==> src/rtl/cam_reg_init_seq.sv <==
// rtl/cam_reg_init_seq.sv - camera register table walker driving the I2C byte driver
//
// Walks a {reg[15:0], data[7:0]} table held in an external ROM and issues one
// I2C write per entry. Two reserved register codes are interpreted locally:
//   16'hFFFF  delay entry: wait data * DELAY_UNIT cycles
//   16'hFFFE  end marker: finish the sequence early
// Failed transactions (ACK error or busy never rising) are re-issued up to
// MAX_RETRY times before the sequence stops in FAIL.
//
// Optional feature macro: CAM_INIT_VERIFY_EN
//   When defined, every successful write is read back and compared; a
//   mismatch consumes a retry. Adds the verify_err_cnt output.
//
// Ports:
//   clk_i, rst_n        clock, asynchronous active-low reset
//   start               rising edge in IDLE/DONE/FAIL begins a sequence
//   rom_addr, rom_data  table index out, entry back one cycle later
//   i2c_*               exclusive handshake with the I2C byte driver
//   done, fail          sticky completion flags, cleared by the next start
//   fail_idx            index of the entry that exhausted its retries
//   running             high from start edge until done or fail
//   verify_err_cnt      saturating readback mismatch count (verify build only)

module cam_reg_init_seq #(
    parameter int         NUM_ENTRIES  = 64,
    parameter int         IDX_W        = 8,
    parameter logic [7:0] DEV_ADDR     = 8'h78,
    parameter int         PWRUP_CYCLES = 16000,
    parameter int         DELAY_UNIT   = 800,
    parameter int         MAX_RETRY    = 3,
    parameter int         BUSY_TO      = 8
) (
    input  logic             clk_i,
    input  logic             rst_n,
    input  logic             start,
    output logic [IDX_W-1:0] rom_addr,
    input  logic [23:0]      rom_data,
    output logic             i2c_start_en,
    output logic             i2c_wr_rd_flag,
    output logic [7:0]       i2c_device_addr,
    output logic [15:0]      i2c_register,
    output logic [7:0]       i2c_data_byte,
    input  logic             i2c_busy,
    input  logic             i2c_err,
    input  logic [7:0]       i2c_rd_data,
    output logic             done,
    output logic             fail,
    output logic [IDX_W-1:0] fail_idx,
    output logic             running
`ifdef CAM_INIT_VERIFY_EN
    ,
    output logic [7:0]       verify_err_cnt
`endif
);

    typedef enum logic [3:0] {
        S_IDLE, S_PWRUP, S_FETCH, S_DECODE, S_ISSUE, S_WAIT_HI,
        S_WAIT_LO, S_CHECK, S_DELAY, S_DONE, S_FAIL, S_VERIFY
    } state_t;

    localparam logic [23:0]      LP_PWRUP_LAST = 24'(PWRUP_CYCLES - 1);
    localparam logic [23:0]      LP_BUSY_LAST  = 24'(BUSY_TO - 1);
    localparam logic [23:0]      LP_DELAY_UNIT = 24'(DELAY_UNIT);
    localparam logic [3:0]       LP_MAX_RETRY  = 4'(MAX_RETRY);
    localparam logic [IDX_W-1:0] LP_LAST_IDX   = IDX_W'(NUM_ENTRIES - 1);
    localparam logic [IDX_W-1:0] LP_IDX_ONE    = IDX_W'(1);

    state_t           r_state;
    logic             r_start_d;
    logic [IDX_W-1:0] r_idx;
    logic [23:0]      r_cnt;
    logic [3:0]       r_retry;
    logic             r_err_seen;
    logic             r_start_en;
    logic [15:0]      r_reg;
    logic [7:0]       r_data;
    logic             r_done;
    logic             r_fail;
    logic [IDX_W-1:0] r_fail_idx;
    logic             r_running;

    logic             w_start_rise;
    logic             w_last;
    logic [23:0]      w_delay_ld;
    state_t           w_post_xfer;

    assign w_start_rise = start & ~r_start_d;
    assign w_last       = (r_idx == LP_LAST_IDX);
    // 8-bit tick count scaled into the 24-bit delay counter
    assign w_delay_ld   = {16'd0, rom_data[7:0]} * LP_DELAY_UNIT;

`ifdef CAM_INIT_VERIFY_EN
    logic       r_phase;        // 0: write in flight, 1: readback in flight
    logic       r_wr_rd;
    logic [7:0] r_verify_cnt;
    assign w_post_xfer    = r_phase ? S_VERIFY : S_CHECK;
    assign i2c_wr_rd_flag = r_wr_rd;
    assign verify_err_cnt = r_verify_cnt;
`else
    logic w_unused_rd;
    assign w_unused_rd    = ^i2c_rd_data;
    assign w_post_xfer    = S_CHECK;
    assign i2c_wr_rd_flag = 1'b0;
`endif

    always_ff @(posedge clk_i or negedge rst_n) begin
        if (!rst_n) begin
            r_state    <= S_IDLE;
            r_start_d  <= 1'b0;
            r_idx      <= '0;
            r_cnt      <= '0;
            r_retry    <= '0;
            r_err_seen <= 1'b0;
            r_start_en <= 1'b0;
            r_reg      <= '0;
            r_data     <= '0;
            r_done     <= 1'b0;
            r_fail     <= 1'b0;
            r_fail_idx <= '0;
            r_running  <= 1'b0;
`ifdef CAM_INIT_VERIFY_EN
            r_phase      <= 1'b0;
            r_wr_rd      <= 1'b0;
            r_verify_cnt <= '0;
`endif
        end else begin
            r_start_d  <= start;
            r_start_en <= 1'b0;
            case (r_state)
                S_IDLE, S_DONE, S_FAIL: begin
                    if (w_start_rise) begin
                        r_state    <= S_PWRUP;
                        r_done     <= 1'b0;
                        r_fail     <= 1'b0;
                        r_fail_idx <= '0;
                        r_idx      <= '0;
                        r_cnt      <= '0;
                        r_retry    <= '0;
                        r_err_seen <= 1'b0;
                        r_running  <= 1'b1;
`ifdef CAM_INIT_VERIFY_EN
                        r_phase      <= 1'b0;
                        r_wr_rd      <= 1'b0;
                        r_verify_cnt <= '0;
`endif
                    end
                end
                S_PWRUP: begin
                    if (r_cnt == LP_PWRUP_LAST) begin
                        r_cnt   <= '0;
                        r_state <= S_FETCH;
                    end else begin
                        r_cnt <= r_cnt + 24'd1;
                    end
                end
                // rom_addr follows r_idx; the entry is on rom_data in DECODE
                S_FETCH: r_state <= S_DECODE;
                S_DECODE: begin
                    if (rom_data[23:8] == 16'hFFFF) begin
                        r_cnt   <= w_delay_ld;
                        r_state <= S_DELAY;
                    end else if (rom_data[23:8] == 16'hFFFE) begin
                        r_done    <= 1'b1;
                        r_running <= 1'b0;
                        r_state   <= S_DONE;
                    end else if (!i2c_busy) begin
                        // start pulse goes out in ISSUE with reg/data already settled
                        r_reg      <= rom_data[23:8];
                        r_data     <= rom_data[7:0];
                        r_retry    <= '0;
                        r_start_en <= 1'b1;
                        r_state    <= S_ISSUE;
                    end
                end
                S_ISSUE: begin
                    r_cnt      <= '0;
                    r_err_seen <= 1'b0;
                    r_state    <= S_WAIT_HI;
                end
                S_WAIT_HI: begin
                    if (i2c_busy) begin
                        r_err_seen <= i2c_err;
                        r_state    <= S_WAIT_LO;
                    end else if (r_cnt == LP_BUSY_LAST) begin
                        // driver never acknowledged the start: same path as a NACK
                        r_err_seen <= 1'b1;
                        r_state    <= w_post_xfer;
                    end else begin
                        r_cnt <= r_cnt + 24'd1;
                    end
                end
                S_WAIT_LO: begin
                    if (i2c_busy) begin
                        r_err_seen <= r_err_seen | i2c_err;
                    end else begin
                        r_state <= w_post_xfer;
                    end
                end
                S_CHECK: begin
                    if (i2c_busy) begin
                        r_state <= S_CHECK;
                    end else if (!r_err_seen) begin
`ifdef CAM_INIT_VERIFY_EN
                        r_phase    <= 1'b1;
                        r_wr_rd    <= 1'b1;
                        r_start_en <= 1'b1;
                        r_state    <= S_ISSUE;
`else
                        if (w_last) begin
                            r_done    <= 1'b1;
                            r_running <= 1'b0;
                            r_state   <= S_DONE;
                        end else begin
                            r_idx   <= r_idx + LP_IDX_ONE;
                            r_state <= S_FETCH;
                        end
`endif
                    end else if (r_retry < LP_MAX_RETRY) begin
                        r_retry    <= r_retry + 4'd1;
                        r_start_en <= 1'b1;
                        r_state    <= S_ISSUE;
                    end else begin
                        r_fail_idx <= r_idx;
                        r_fail     <= 1'b1;
                        r_running  <= 1'b0;
                        r_state    <= S_FAIL;
                    end
                end
`ifdef CAM_INIT_VERIFY_EN
                S_VERIFY: begin
                    if (i2c_busy) begin
                        r_state <= S_VERIFY;
                    end else begin
                        r_phase <= 1'b0;
                        r_wr_rd <= 1'b0;
                        if (!r_err_seen && (i2c_rd_data == r_data)) begin
                            if (w_last) begin
                                r_done    <= 1'b1;
                                r_running <= 1'b0;
                                r_state   <= S_DONE;
                            end else begin
                                r_idx   <= r_idx + LP_IDX_ONE;
                                r_state <= S_FETCH;
                            end
                        end else begin
                            if (r_verify_cnt != 8'hFF) begin
                                r_verify_cnt <= r_verify_cnt + 8'd1;
                            end
                            if (r_retry < LP_MAX_RETRY) begin
                                // re-issue the write, not the read
                                r_retry    <= r_retry + 4'd1;
                                r_start_en <= 1'b1;
                                r_state    <= S_ISSUE;
                            end else begin
                                r_fail_idx <= r_idx;
                                r_fail     <= 1'b1;
                                r_running  <= 1'b0;
                                r_state    <= S_FAIL;
                            end
                        end
                    end
                end
`endif
                S_DELAY: begin
                    if (r_cnt == 24'd0) begin
                        if (w_last) begin
                            r_done    <= 1'b1;
                            r_running <= 1'b0;
                            r_state   <= S_DONE;
                        end else begin
                            r_idx   <= r_idx + LP_IDX_ONE;
                            r_state <= S_FETCH;
                        end
                    end else begin
                        r_cnt <= r_cnt - 24'd1;
                    end
                end
                default: r_state <= S_IDLE;
            endcase
        end
    end

    assign rom_addr        = r_idx;
    assign i2c_start_en    = r_start_en;
    assign i2c_device_addr = DEV_ADDR;
    assign i2c_register    = r_reg;
    assign i2c_data_byte   = r_data;
    assign done            = r_done;
    assign fail            = r_fail;
    assign fail_idx        = r_fail_idx;
    assign running         = r_running;

endmodule

==> config.mk <==
export PLATFORM = sky130hd
export DESIGN_NAME = cam_reg_init_seq
export DESIGN_NICKNAME = d
export VERILOG_FILES = /design/src/rtl/cam_reg_init_seq.sv
export SDC_FILE = /design/constraint.sdc
export NUM_CORES = 1
export LEC_CHECK = 0
export BUFFER_PORTS_ARGS = -buffer_cell sky130_fd_sc_hd__buf_2
export CORE_MARGIN = 1.5
export CORE_UTILIZATION = 40
export CTS_CLUSTER_DIAMETER = 60
export DETAILED_ROUTE_END_ITERATION = 7
export GPL_ROUTABILITY_DRIVEN = 1
export PLACE_DENSITY = 0.65
export SLEW_MARGIN = 25
export SYNTH_ARGS = -nofsm -noshare
export SYNTH_HDL_FRONTEND = slang
export SYNTH_SLANG_ARGS = --single-unit
==> constraint.sdc <==
create_clock -name clk_i -period 5.65 [get_ports clk_i]
set_input_delay 0 -clock clk_i [delete_from_list [all_inputs] [get_ports clk_i]]
set_output_delay 0 -clock clk_i [all_outputs]
set_load 0.1 [all_outputs]
==> impl_results.md, run 1 <==
* Worst Hold Slack at about 7 ps
* CTS Buf Count at 9
* Commonest cells in the netlist: 78 x dfrtp_1, 51 x o21ai_0, 45 x nor2_1, 39 x nand2_1, 34 x ha_1
* Startpoint Class: primary input
* Final antenna-violating net count at 0
* Drt total wl at about 15000 µm
* Bufs on Longest Clock Path at 2
* Residual DRC at 0
* Root buffer selected by CTS: clkbuf_16
* Initial DRC count at 420
* Post-detail-place hpwl at 10200 µm
* Reg2Reg Depth at 8
* # fillers at approximately 1300
* Core area at 13800 µm²
* Routability Congestion at about 0.91
* Hold endpoint: i2c_data_byte[6]
* Layout cells sized above 1 at between 10% and 20%
* Final TNS setup at 0 ps
* Placed inst area at around 6000 µm²
* Final hold violations at 0
* Drt wl/cell at approximately 17 µm
* Non-filler instance count after layout at 887
* Final WS setup at approximately 2400 ps
* Synth area leaders: dfrtp_1 35%, ha_1 7.6%, mux2_2 5.8%
* Total chip power at about 3.8 mW
* R2r endpoint: r_cnt[16]
* H-tree Lvls at 3
* Yosys warns at 0
* CP Max Fanout at 4
* Slew HR at 31.0%
* Post-synth ARST share at 100%
* Die Span Y at ~120 µm
* R2R setup slack at between 2000 and 3000 ps
* Post-CTS Setup Inserts at 0
* Peak supply drop at about 0.0006 V
* Hold Startpoint: rom_data[6]
* Clk Latency, worst-skew pair at ~350 ps
* Yosys reg bits at 78
* Final period util at about three fifths
* Met3 WL at 901 µm
* Post-DR vias/cell at 5.77
* Post-CTS sizing at 0
* Vias in the first global route at 4836
* Core Util, Final at 47.6%
* Pin count of the biggest net entering global routing at 79
* Pre-Repair DR Iteration Count at 5
* Skew final at between 8 and 9 ps
* Area share of the largest cell type after synthesis at a little over a third
* Post-route cell area at approximately 6600 µm²
* Top layer in use: met4
* Placed Cells incl. Taps at around 850
* Gr usage total at between 20% and 30%
* Die extent in x at 121 µm
* Met2 WL at 6910 µm
* Setup violations, final at 0
* RSZ-0062 raised after global routing: false
* PD cells at slightly below 600 nW/µm²
* Vias at roughly 5100
* Met1 wire length at between 6000 and 7000 µm
* Clock Sinks at a little under 80
* Initial antenna violation count at 0
* Post-synth EDFFs at 0
* Post-synthesis cell area at about 5600 µm²
* Max Clock Freq at about 300 MHz
* # port buffers at a little over 70
* CP required at roughly 6000 ps
* Crit path kind: in -> reg
* Clock Pin Slew Worst Setup and Hold Paths at ~60 ps
* Status: finished, final reports clean
* Main synth FF type: dfrtp_1
* Worst min path class: in -> reg
* Pre-CTS worst setup slack at roughly 2400 ps
* Syn Inst Count at roughly 630
* Area grow syn2layout at 16.9%
* Max-Cap Viols at 0
* Syn Area/Cell at roughly 8.9 µm²
* Global-route wire length before repair at about 25000 µm
* Signal arrival time at the worst endpoint at about 3500 ps
* Remaining global-route overflow at 0
* Rows at 43
* Leading area contributor after synthesis: dfrtp_1
* LEAKAGE at approximately 2.9 nW
* Min-Delay Path Depth at 2
* Initial Util at about two fifths
* Reg-to-reg startpoint: r_cnt[0]
* Io pins at 90
* Number of library cell types mapped by synthesis at 67
* Nets at about 780
* Diodes inserted at 0
* Most numerous cell in the Yosys netlist: dfrtp_1
* Worst Max-Slew Pin Slew at between 1000 and 1500 ps
* CTS tree: built
* Sequential area share after synthesis at between 30% and 40%
* Pins Over Slew Limit at 0
* Die area at ~15000 µm²
* Critical Path End Type: register
* Post-route minimum period at about 3300 ps
==> state kept, by name, summed over array words and instances, names as in the netlist <==
name and cells:
r_cnt 24, i2c_register 16, fail_idx 8, i2c_data_byte 8, rom_addr 8, r_retry 4
r_state 4, done 1, fail 1, i2c_start_en 1, r_err_seen 1, r_start_d 1
running 1
==> worst max-delay path, stage by stage <==
cell           delay [ps]
dlygate4sd3_1         540
buf_2                 160
ha_1                  310
ha_1                  320
fa_1                  460
ha_1                  350
nor2b_1               160
o31a_1                270
or4_1                 420
a21oi_1               190
xnor2_1                90
a22oi_1               130
o21ai_0                90
==> cell type report <==
type	instances	area [µm²]	area share, %
multi-input cells	493	3370	51.3
clock inverters	7	80.1	1.22
repair buffers	99	634	9.67
well taps	180	225	3.43
clock buffers	9	225	3.43
flip-flops and latches	78	1950	29.7
inverters	21	78.8	1.20
==> what timing repair did <==
item,4_1_cts,5_1_grt
endpoints found under the setup margin,0,0
hold buffers,26,0
hold endpoints to repair,103,0
==> power breakdown <==
| part | leakage (nW) | internal (mW) | switching (mW) |
|---|---|---|---|
| clock network | 0.148 | 0.348 | 0.257 |
| registers | 1.02 | 0.725 | 0.232 |
| logic | 1.76 | 0.617 | 1.64 |
==> cells in the final DEF (no fill, tap or decap), types with 9 or more instances in the layout <==
cell	count
a21oi_1	29
nand3_1	21
nand4_1	17
o21ai_0	51
or3_1	9
dlygate4sd3_1	26
nor2_1	44
clkbuf_16	9
a22o_1	12
dfrtp_1	78
xnor2_1	13
and3_1	9
conb_1	9
nand2_1	39
inv_1	21
xor2_1	14
ha_1	34
nor4_1	13
nor3_1	30
mux2_2	29
buf_2	71
o21ai_1	12
==> worst max path at each step <==
stage / cells past startpoint / end / slack (ps) / startpoint
floorplan: 11 / r_cnt[17] / 2910 / rom_data[2]
global placement: 5 / r_cnt[19] / 2390 / r_state[3]
detailed placement: 5 / r_cnt[19] / 2360 / r_state[3]
CTS: 5 / r_cnt[19] / 2330 / r_state[3]
global route: 13 / r_cnt[17] / 2220 / rom_data[2]
finish: 13 / r_cnt[17] / 2360 / rom_data[2]
==> per-layer routing <==
layer,vias to the layer above,global-route usage [%]
met4,0,7.21
met3,19,3.90
met5,-,0
met2,199,32.1
li1,2453,-
met1,2443,29.7
==> kinds of logic after synthesis <==
| kind of cell | Yosys count | share of synthesized area (%) |
|---|---|---|
| mux | 31 | 6.18 |
| fa+ha+maj | 38 | 8.83 |
| buf+inv | 70 | 5.86 |
| simple gates | 226 | 21.6 |
| xor+xnor | 27 | 4.21 |
| other cells | 2 | 0.134 |
| flops | 78 | 34.8 |
| compound gates | 162 | 18.4 |
(Power assumes the default switching activity.)
==> run 2, diff against run 1 <==
==> constraint.sdc (replaced) <==
create_clock -name clk_i -period 3.1 [get_ports clk_i]
set_input_delay 0 -clock clk_i [delete_from_list [all_inputs] [get_ports clk_i]]
set_output_delay 0 -clock clk_i [all_outputs]
set_load 0.1 [all_outputs]
==> run 2 against run 1 <==
  * Cell area up 1.4%
  * Register-to-register slack worse by 2100 ps
  * Sequential share of layout area down 0.42 points
  * Combinational power up 88%
  * Power up 83%
  * Critical endpoint unchanged
  * Largest power group unchanged
==> impl_results.md, run 2 (synthesized netlist as in run 1, its figures left out) <==
* RSZ-0062 raised after global routing: false
* Vias at 5281 (+3.3%)
* Post-DR vias/cell at 5.88 (+2.0%)
* CP Max Fanout at 4 (unchanged)
* Initial DRC count at 450 (+7.1%)
* CP required at 3330 ps (-2530 ps)
* Pre-Repair DR Iteration Count at 5 (unchanged)
* Non-filler instance count after layout at 898 (+1.2%)
* Bufs on Longest Clock Path at 2 (unchanged)
* Clk Latency, worst-skew pair at 350 ps (about the same)
* Final hold violations at 0 (unchanged)
* Io pins at 90 (unchanged)
* Signal arrival time at the worst endpoint at 3170 ps (-320 ps)
* Startpoint Class: primary input
* Residual DRC at 0 (unchanged)
* Setup violations, final at 0 (unchanged)
* Drt total wl at 15400 µm (+3.3%)
* Vias in the first global route at 5064 (+4.7%)
* Core area at 13800 µm² (unchanged)
* LEAKAGE at 2.97 nW (+1.6%)
* Initial Util at 40.7% (unchanged)
* Initial antenna violation count at 0 (unchanged)
* Rows at 43 (unchanged)
* Peak supply drop at 0.000944 V (+60%)
* Die extent in x at 121 µm (unchanged)
* Max Clock Freq at about 340 MHz
* Final antenna-violating net count at 0 (unchanged)
* Pre-CTS worst setup slack at 33.5 ps (-2330 ps)
* Pin count of the biggest net entering global routing at 79 (unchanged)
* Final TNS setup at 0 ps (unchanged)
* Final period util at between 90 and 100%
* Drt wl/cell at 17.2 µm (+2.0%)
* Worst min path class: in -> reg
* Status: finished, final reports clean
* Crit path kind: in -> reg
* Layout cells sized above 1 at 20.1% (+1.5 points)
* H-tree Lvls at 3 (unchanged)
* Max FFs per register at 24 (unchanged)
* CTS Buf Count at 9 (unchanged)
* Placed Cells incl. Taps at 855 (+1.2%)
* Post-detail-place hpwl at 10600 µm (+3.6%)
* Global-route wire length before repair at 25300 µm (+2.5%)
* Clock Pin Slew Worst Setup and Hold Paths at 60 ps (about the same)
* Die Span Y at 121 µm (unchanged)
* Max-Cap Viols at 0 (unchanged)
* Root buffer selected by CTS: clkbuf_16
* # fillers at 1313 (-1.4%)
* Worst Max-Slew Pin Slew at 735 ps (-298 ps)
* Routability Congestion at 0.920 (+1.2%)
* Clock Sinks at 78 (unchanged)
* Critical Path End Type: register
* Register bank with the most flops: r_cnt
* Skew final at 7.77 ps (-0.571 ps)
* Post-route minimum period at approximately 3000 ps
* Final WS setup at 163 ps (-2200 ps)
* CTS tree: built
* Slew HR at 51.0% (+20 points)
* Area grow syn2layout at 18.6%
* Worst Hold Slack at 66.5 ps (+59.5 ps)
* Die area at 14700 µm² (unchanged)
* Pins Over Slew Limit at 0 (unchanged)
* Diodes inserted at 0 (unchanged)
* PD cells at 1050 nW/µm² (+80%)
* Nets at 787 (+1.4%)
* Gr usage total at 21.5% (+0.47 points)
* Commonest non-fill, non-tap cell in the layout: dfrtp_1
* # port buffers at 72 (unchanged)
* Commonest cells after routing, fill and taps aside: 78 x dfrtp_1, 70 x buf_2, 50 x o21ai_0
* Remaining global-route overflow at 0 (unchanged)
run 2: layout make-up:
class | count | area (µm²) | area share (%)
multi-input combinational | 493 | 3380 | 50.8
sequential | 78 | 1950 | 29.3
timing repair buffer | 110 | 734 | 11.0
clock buffer | 10 | 239 | 3.59
tap | 180 | 225 | 3.38
inverter | 21 | 78.8 | 1.18
clock inverter | 6 | 43.8 | 0.658
run 2: power by group:
group / internal (mW) / leakage [nW] / total (mW) / switching, mW
clock: 0.569 / 0.139 / 1.03 / 0.461
sequential: 1.32 / 1.02 / 1.72 / 0.400
combinational: 1.21 / 1.82 / 4.24 / 3.03
run 2: through the flow:
step	util, %	total power [mW]	area (µm²)
6_report	48.3	6.99	6660
5_1_grt	48.3	7.39	6660
4_1_cts	48.1	6.93	6630
3_5_place_dp	44.1	5.86	6070
3_3_place_gp	44.1	5.80	6070
2_1_floorplan	-	5.06	5640
run 2: layer usage:
metal	vias up	track usage, %	share of wire (%)
li1	2475	-	-
met1	2551	28.9	45
met2	218	34.8	47
met3	37	3.85	6.0
met4	0	7.35	2.2
met5	-	0	0
run 2: worst paths after layout:
check / endpoint / depth (start not counted) / startpoint / slack [ps]
max: r_cnt[17] / 12 / rom_data[0] / 160
min: r_cnt[6] / 3 / rom_data[1] / 70
max reg2reg: r_cnt[18] / 8 / r_state[0] / 450
min reg2reg: fail / 1 / fail / 480
max in group asynchronous: r_cnt[18] / 2 / rst_n / 2320
min in group asynchronous: r_retry[0] / 2 / rst_n / 250
run 2: worst max-delay path, stage by stage:
cell           delay, ps
dlygate4sd3_1        610
ha_1                 230
ha_2                 180
fa_1                 560
ha_4                 230
nor2b_1              140
o31a_1               340
or4_4                420
a21oi_2              140
xnor2_1               90
a22oi_1              130
o21ai_1               90
run 2: what timing repair did:
item,in CTS,in global routing
hold buffers,27,0
endpoints found under the setup margin,0,1
setup buffers,0,1
resized for setup,0,5
hold endpoints to repair,106,0
